$ cat src/rtl/fetch_pkg.sv
// Shared types for the fetch-control slice: refill FSM states, redirect
// source identifiers and the number of redirect sources.
package fetch_pkg;

  // Number of redirect sources feeding the PC write arbiter.
  localparam int unsigned REDIR_SRCS = 4;

  // Refill sequencer states.
  typedef enum logic [1:0] {
    RUN    = 2'd0,
    REQ    = 2'd1,
    WAIT   = 2'd2,
    RESUME = 2'd3
  } FetchState_t;

  // Redirect sources, in descending priority (index 0 wins).
  typedef enum logic [1:0] {
    TRAP  = 2'd0,
    FLUSH = 2'd1,
    BR    = 2'd2,
    DEC   = 2'd3
  } RedirSrc_t;

endpackage

$ cat src/rtl/fetch_control_redirect_prio.sv
// Combinational fixed-priority PC select: the lowest-indexed valid input wins.
// Used both for the incoming redirect sources and for merging a new redirect
// over the pending one.
module redirect_prio
  import fetch_pkg::*;
(
  input  logic [REDIR_SRCS-1:0]       valid_i,
  input  logic [REDIR_SRCS-1:0][31:0] pc_i,
  output logic                        valid_o,
  output logic [31:0]                 pc_o,
  output RedirSrc_t                   src_o
);

  // Scan from lowest priority upward so the highest-priority hit is last written.
  always_comb begin
    valid_o = 1'b0;
    pc_o    = '0;
    src_o   = TRAP;
    for (int i = REDIR_SRCS - 1; i >= 0; i--) begin
      if (valid_i[i]) begin
        valid_o = 1'b1;
        pc_o    = pc_i[i];
        src_o   = RedirSrc_t'(i[1:0]);
      end
    end
  end

endmodule

$ cat src/rtl/fetch_control.sv
// Fetch control: PC redirect arbitration, stage-0/1 fetch enables and the
// instruction-mapping refill sequencer.
// Optional feature macro: FETCH_CTRL_HALT_EN adds IN_halt / OUT_halted.
module fetch_control
  import fetch_pkg::*;
#(
  parameter logic [31:0] RESET_PC   = 32'h0000_0000,
  parameter logic [31:0] RESET_BASE = 32'h0000_0000,
  parameter int unsigned MAP_BITS   = 13,
  parameter bit          HALF_MAP   = 1'b0
) (
  input  logic        clk,
  input  logic        rst,

  input  logic        IN_ready,

  input  logic        IN_trapValid,
  input  logic [31:0] IN_trapPC,
  input  logic        IN_flushValid,
  input  logic [31:0] IN_flushPC,
  input  logic        IN_brValid,
  input  logic [31:0] IN_brPC,
  input  logic        IN_decValid,
  input  logic [31:0] IN_decPC,

  input  logic [31:0] IN_pcRaw,
  input  logic        IN_instrMappingMiss,

  output logic [31:0] OUT_pc,
  output logic        OUT_write,
  output logic        OUT_en0,
  output logic        OUT_en1,

  output logic [31:0] OUT_instrMappingBase,
  output logic        OUT_instrMappingHalfSize,

  output logic        OUT_refillReq,
  output logic [31:0] OUT_refillAddr,
  input  logic        IN_refillAck,
  input  logic        IN_refillDone,

`ifdef FETCH_CTRL_HALT_EN
  input  logic        IN_halt,
  output logic        OUT_halted,
`endif
  output logic        OUT_busy
);

  // Bits cleared from a PC to form its window-block address.
  localparam logic [31:0] MapMask = (32'h1 << MAP_BITS) - 32'h1;

  FetchState_t state_q, state_d;
  logic [31:0] miss_pc_q, miss_pc_d;
  logic [31:0] base_q, base_d;
  logic        pend_q, pend_d;
  logic [31:0] pend_pc_q, pend_pc_d;
  logic        en0_last_q, en0_last_d;

  logic        redir_valid;
  logic [31:0] redir_pc;
  RedirSrc_t   redir_src;

  logic        merge_valid;
  logic [31:0] merge_pc;
  RedirSrc_t   merge_src;

  logic        write_w;
  logic [31:0] pc_w;
  logic        en0_w;
  logic        halt_w;
  logic [31:0] refill_addr;

  // Source identity is not needed downstream; only the PC is forwarded.
  logic unused_src;
  assign unused_src = ^{redir_src, merge_src, merge_valid};

  // ---------------------------------------------------------------------------
  // Redirect arbitration
  // ---------------------------------------------------------------------------

  redirect_prio u_redir_prio (
    .valid_i ({IN_decValid, IN_brValid, IN_flushValid, IN_trapValid}),
    .pc_i    ({IN_decPC, IN_brPC, IN_flushPC, IN_trapPC}),
    .valid_o (redir_valid),
    .pc_o    (redir_pc),
    .src_o   (redir_src)
  );

  // New redirect sits in slot 0 so it always overwrites the pending one.
  redirect_prio u_pend_merge (
    .valid_i ({2'b00, pend_q, redir_valid}),
    .pc_i    ({32'h0, 32'h0, pend_pc_q, redir_pc}),
    .valid_o (merge_valid),
    .pc_o    (merge_pc),
    .src_o   (merge_src)
  );

  // ---------------------------------------------------------------------------
  // Optional halt
  // ---------------------------------------------------------------------------

`ifdef FETCH_CTRL_HALT_EN
  logic halted_q, halted_d;

  assign halt_w = IN_halt;

  // Report halted once the stage-1 pipe has drained while halting in RUN.
  always_comb begin
    halted_d = IN_halt && (state_q == RUN) && !en0_last_q;
  end

  // Halted status register.
  always_ff @(posedge clk) begin
    if (!rst) begin
      halted_q <= 1'b0;
    end else begin
      halted_q <= halted_d;
    end
  end

  assign OUT_halted = halted_q;
`else
  assign halt_w = 1'b0;
`endif

  // ---------------------------------------------------------------------------
  // PC write and enables
  // ---------------------------------------------------------------------------

  assign refill_addr = miss_pc_q & ~MapMask;

  // Select the PC write: registered redirect in RUN, resume target in RESUME.
  always_comb begin
    write_w = 1'b0;
    pc_w    = pend_pc_q;
    unique case (state_q)
      RUN: begin
        write_w = pend_q;
      end
      RESUME: begin
        write_w = 1'b1;
        pc_w    = pend_q ? pend_pc_q : miss_pc_q;
      end
      default: begin
        write_w = 1'b0;
      end
    endcase
  end

  // Stage-0 advances only on a clean RUN cycle with nothing redirecting the PC.
  always_comb begin
    en0_w = rst && (state_q == RUN) && IN_ready && !IN_instrMappingMiss &&
            !redir_valid && !write_w && !halt_w;
  end

  assign OUT_write                = rst && write_w;
  assign OUT_pc                   = {pc_w[31:1], 1'b0};
  assign OUT_en0                  = en0_w;
  assign OUT_en1                  = rst && en0_last_q && IN_ready;
  assign OUT_instrMappingBase     = base_q;
  assign OUT_instrMappingHalfSize = HALF_MAP;
  assign OUT_refillReq            = (state_q == REQ);
  assign OUT_refillAddr           = refill_addr;
  assign OUT_busy                 = (state_q != RUN);

  // ---------------------------------------------------------------------------
  // Refill sequencer and pending redirect
  // ---------------------------------------------------------------------------

  // Next-state logic for the refill FSM, window base and miss PC.
  always_comb begin
    state_d   = state_q;
    miss_pc_d = miss_pc_q;
    base_d    = base_q;
    unique case (state_q)
      RUN: begin
        // A redirect or a PC write in flight means the missing PC is stale.
        if (IN_instrMappingMiss && !redir_valid && !write_w) begin
          miss_pc_d = IN_pcRaw;
          state_d   = REQ;
        end
      end
      REQ: begin
        if (IN_refillAck) begin
          state_d = WAIT;
        end
      end
      WAIT: begin
        if (IN_refillDone) begin
          base_d  = refill_addr;
          state_d = RESUME;
        end
      end
      RESUME: begin
        state_d = RUN;
      end
      default: begin
        state_d = RUN;
      end
    endcase
  end

  // Pending redirect: newest wins, cleared once it has been written.
  always_comb begin
    pend_pc_d  = merge_pc;
    pend_d     = redir_valid || (pend_q && !OUT_write);
    en0_last_d = en0_w;
  end

  // State registers with synchronous active-low reset.
  always_ff @(posedge clk) begin
    if (!rst) begin
      state_q    <= RESUME;
      miss_pc_q  <= RESET_PC;
      base_q     <= RESET_BASE;
      pend_q     <= 1'b0;
      pend_pc_q  <= '0;
      en0_last_q <= 1'b0;
    end else begin
      state_q    <= state_d;
      miss_pc_q  <= miss_pc_d;
      base_q     <= base_d;
      pend_q     <= pend_d;
      pend_pc_q  <= pend_pc_d;
      en0_last_q <= en0_last_d;
    end
  end

endmodule

$ cat config.mk
export PLATFORM = sky130hd
export DESIGN_NAME = fetch_control
export DESIGN_NICKNAME = d
export VERILOG_FILES = /design/src/rtl/fetch_pkg.sv /design/src/rtl/fetch_control_redirect_prio.sv /design/src/rtl/fetch_control.sv
export SDC_FILE = /design/constraint.sdc
export NUM_CORES = 1
export LEC_CHECK = 0
export CAP_MARGIN = 0
export CORE_MARGIN = 1
export CORE_UTILIZATION = 42
export DETAILED_ROUTE_END_ITERATION = 16
export GPL_TIMING_DRIVEN = 0
export PLACE_DENSITY = 0.88
export SKIP_CTS_REPAIR_TIMING = 1
export SLEW_MARGIN = 0
export SYNTH_ARGS = -nofsm -noshare
export SYNTH_HDL_FRONTEND = slang
export SYNTH_SLANG_ARGS = --single-unit
$ cat constraint.sdc
create_clock -name clk -period 4.4 [get_ports clk]
set_input_delay 1.32 -clock clk [delete_from_list [all_inputs] [get_ports clk]]
set_output_delay 1.32 -clock clk [all_outputs]
set_load 0.005 [all_outputs]
==> impl_metrics.py <==
metrics = {
    "run": {
        "maxCapViolations": 0,
    },
    "grt": {
        "grt_first_pass_wirelength_um": 23160,
        "grt.overflow.total": 0,
        "grt_max_degree": 16,
        "initial_antenna_violation_count": 0,
        "grt_pass1_vias": 4750,
        "grt.total_usage": 0.2563,
    },
    "timing": {
        "finalWorstPathRequiredPeriod_ps": 4317,
        "timing_hold_violations_final": 0,
        "number_of_pins_with_negative_max_slew_slack_in_the_final_report": 0,
        "final_critical_path_setup_slack_ps": 83.25,
        "maxSlewHeadroom": 0.5983,
        "timing.final.crit_share": 0.9811,
        "setup_violations": 0,
        "skew_ps": 7.096,
        "maxClockFrequency_mhz": 231.7,
        "rsz_0062_raised_after_global_routing": "false",
        "finalSetupTns_ps": 0,
        "worst_max_slew_pin_slew_ps": 602.5,
    },
    "cells_and_area": {
        "postLayoutCoreUtil": 0.7068,
        "area_delta_synth_final_pct": 62.38,
        "num_antenna_cells": 0,
        "nFillCells": 830,
        "cell_area_after_layout_sq_um": 7729,
        "finish.net_count": 969,
        "layout-drive-gt1-share": 0.1438,
    },
    "clocking": {
        "cts_sinks": 85,
        "clock_path_buffers": 2,
        "cts_tree": "done",
        "clk_pin_slew_ps": 60,
        "cts_buffers": 9,
        "cell_at_the_root_of_the_clock_tree": "clkbuf_16",
        "insertion_delay_ps": 330,
        "cts_htree_levels": 3,
    },
    "synthesis": {
        "synth.cells.most_frequent": "dfxtp_1, nand2_1, nor2b_1, buf_4, mux2i_1",
        "synthFlopType": "dfxtp_1",
        "netlist_top_cells_area": "dfxtp_1, nor2b_1, buf_4",
        "ys_seq_area_frac": 0.3575,
        "post-synth-top-count-cell": "dfxtp_1",
        "syn-instance-count": 517,
        "synthesis.yosys.warnings": 0,
        "netlist-cell-type-count": 32,
        "syn-cell-area_sq_um": 4760,
        "share_of_yosys_cell_area_claimed_by_the_top_area_cell_type": 0.3575,
        "synth_area_per_cell_sq_um": 9.206,
        "synth-edff-count": 0,
        "synthDominantAreaCellType": "dfxtp_1",
        "async_sr_flop_fraction": 0,
        "yosys_register_bits": 85,
    },
    "setup_path": {
        "worstReg2RegEnd": "miss_pc_q[13]$_SDFFE_PN0P_",
        "worst_setup_path_end_kind": "output pin",
        "r2r_setup_slack_ps": 2360,
        "critical_path.startpoint_type": "primary input",
        "regToRegStartpoint": "state_q[0]$_SDFFE_PN1P_",
        "crit_start": "rst",
        "setup.worst_path.end": "OUT_en0",
        "ff2ff_path_depth": 7,
        "worstSetupPathType": "in2out",
        "cp_data_required_time_ps": 3080,
        "critical_path_arrival_ps": 3000,
        "timing.critical_path.fanout_max": 10,
    },
    "placement": {
        "routabilityCongestion": 0.8549,
        "dpl_worst_slack_ps": -243.1,
        "dpl_cell_area_sq_um": 7388,
        "hpwl_um": 12900,
        "io_buffer_count": 235,
    },
    "pwr": {
        "worst_vdd_ir_uv": 215.6,
        "power_per_cell_area_nw_per_um2": 291.5,
        "leakagePower_nw": 3.258,
    },
    "drt": {
        "finalWirelength_um": 15780,
        "antenna_viol_nets_final": 0,
        "dr.pass1.iters": 4,
        "drcViolationCount": 0,
        "vias_per_cell": 5.107,
        "vias": 4801,
        "dr.first_iter.drc_count": 214,
        "average_wire_per_cell_in_the_routed_design_um": 16.79,
    },
    "die": {
        "chipHeight_um": 108.5,
        "placement_rows": 38,
        "io_pins": 272,
        "start_util": 0.4352,
        "fp.coreArea_sq_um": 10940,
        "fp.dieW_um": 108.5,
        "die-area_sq_um": 11760,
    },
    "status": {
        "outcome": "complete, no violations",
    },
    "min_path": {
        "worstHoldPathType": "reg2reg",
    },
}
==> power breakdown <==
part	leakage [nW]	internal, W	switching [W]	total (W)
Combinational	2.43	0.000380	0.000292	0.000671
Clock	0.136	0.000444	0.000313	0.000757
Sequential	0.693	0.000802	0.0000228	0.000824
Total	3.26	0.00163	0.000628	0.00225
==> sequential cells by signal, indices dropped and copies added (netlist names) <==
name and flops:
state_q 2, OUT_instrMappingBase 19, pend_q 1, miss_pc_q 31, en0_last_q 1, pend_pc_q 31
==> per-layer routing <==
layer,vias up,GRT usage,part of all wire
met5,-,0,0
met4,0,0.1129,0.033
met3,34,0.04521,0.050
met2,186,0.4751,0.51
met1,2250,0.2830,0.40
li1,2331,-,-
==> per-stage QoR <==
stage	cells	hold WS [ps]	power, W
6_report	940	466.8	0.002253
5_1_grt	940	481.0	0.002343
4_1_cts	935	469.3	0.002252
3_5_place_dp	919	460.7	0.001501
3_3_place_gp	919	449.8	0.001479
2_1_floorplan	544	443.2	0.001171
==> area by class of cell <==
cell class,count,area (sq um),area share
Timing Repair Buffer,240,2390,0.3092
Multi-Input combinational cell,364,2584,0.3343
Sequential cell,85,1702,0.2202
Buffer,90,560.5,0.07253
Clock inverter,6,70.07,0.009066
Inverter,5,18.77,0.002428
Clock buffer,10,229.0,0.02963
Tap cell,140,175.2,0.02266
==> critical path, cell delays in order <==
cell and delay, ps:
clkdlybuf4s50_1 550, clkbuf_4 230, nand2_1 90, nor4_1 250, clkdlybuf4s50_1 550
==> cell usage in the layout (no fill, tap or decap), types with 3 or more instances in the layout <==
cell,instances
clkbuf_16,9
a22o_1,31
a221oi_1,31
buf_2,7
mux2_2,31
o31ai_1,31
nand2_1,72
clkdlybuf4s50_1,235
conb_1,28
ha_1,4
a21boi_0,21
dfxtp_1,85
buf_6,3
inv_1,5
mux2i_1,32
nor2b_1,64
clkbuf_1,26
clkinvlp_4,3
buf_4,55
buf_1,4
==> logic make-up (layout without fill, tap and decap cells) <==
family                     count (synthesis)  count (layout)  synth area share
AOI/OAI and AO/OA                        123             123            0.2129
DFF                                       85              85            0.3575
other                                      1              28         0.0007879
adders and majority gates                  4               4           0.01052
muxes                                     63              63            0.1406
and+or+nand+nor                          146             146            0.1567
buffers and inverters                     95             351            0.1209
==> worst min path at each step <==
stage	to	depth (start not counted)	slack (ps)	from
final	OUT_instrMappingBase[27]$_SDFFE_PN0P_	2	470	OUT_instrMappingBase[27]$_SDFFE_PN0P_
after floorplan	pend_pc_q[19]$_SDFFE_PN0P_	1	440	pend_pc_q[19]$_SDFFE_PN0P_
after global routing	OUT_instrMappingBase[22]$_SDFFE_PN0P_	2	480	OUT_instrMappingBase[22]$_SDFFE_PN0P_
after CTS	OUT_instrMappingBase[22]$_SDFFE_PN0P_	2	470	OUT_instrMappingBase[22]$_SDFFE_PN0P_
after detailed placement	OUT_instrMappingBase[22]$_SDFFE_PN0P_	2	460	OUT_instrMappingBase[22]$_SDFFE_PN0P_
after global placement	OUT_instrMappingBase[16]$_SDFFE_PN0P_	2	450	OUT_instrMappingBase[16]$_SDFFE_PN0P_
(Power assumes the default switching activity.)
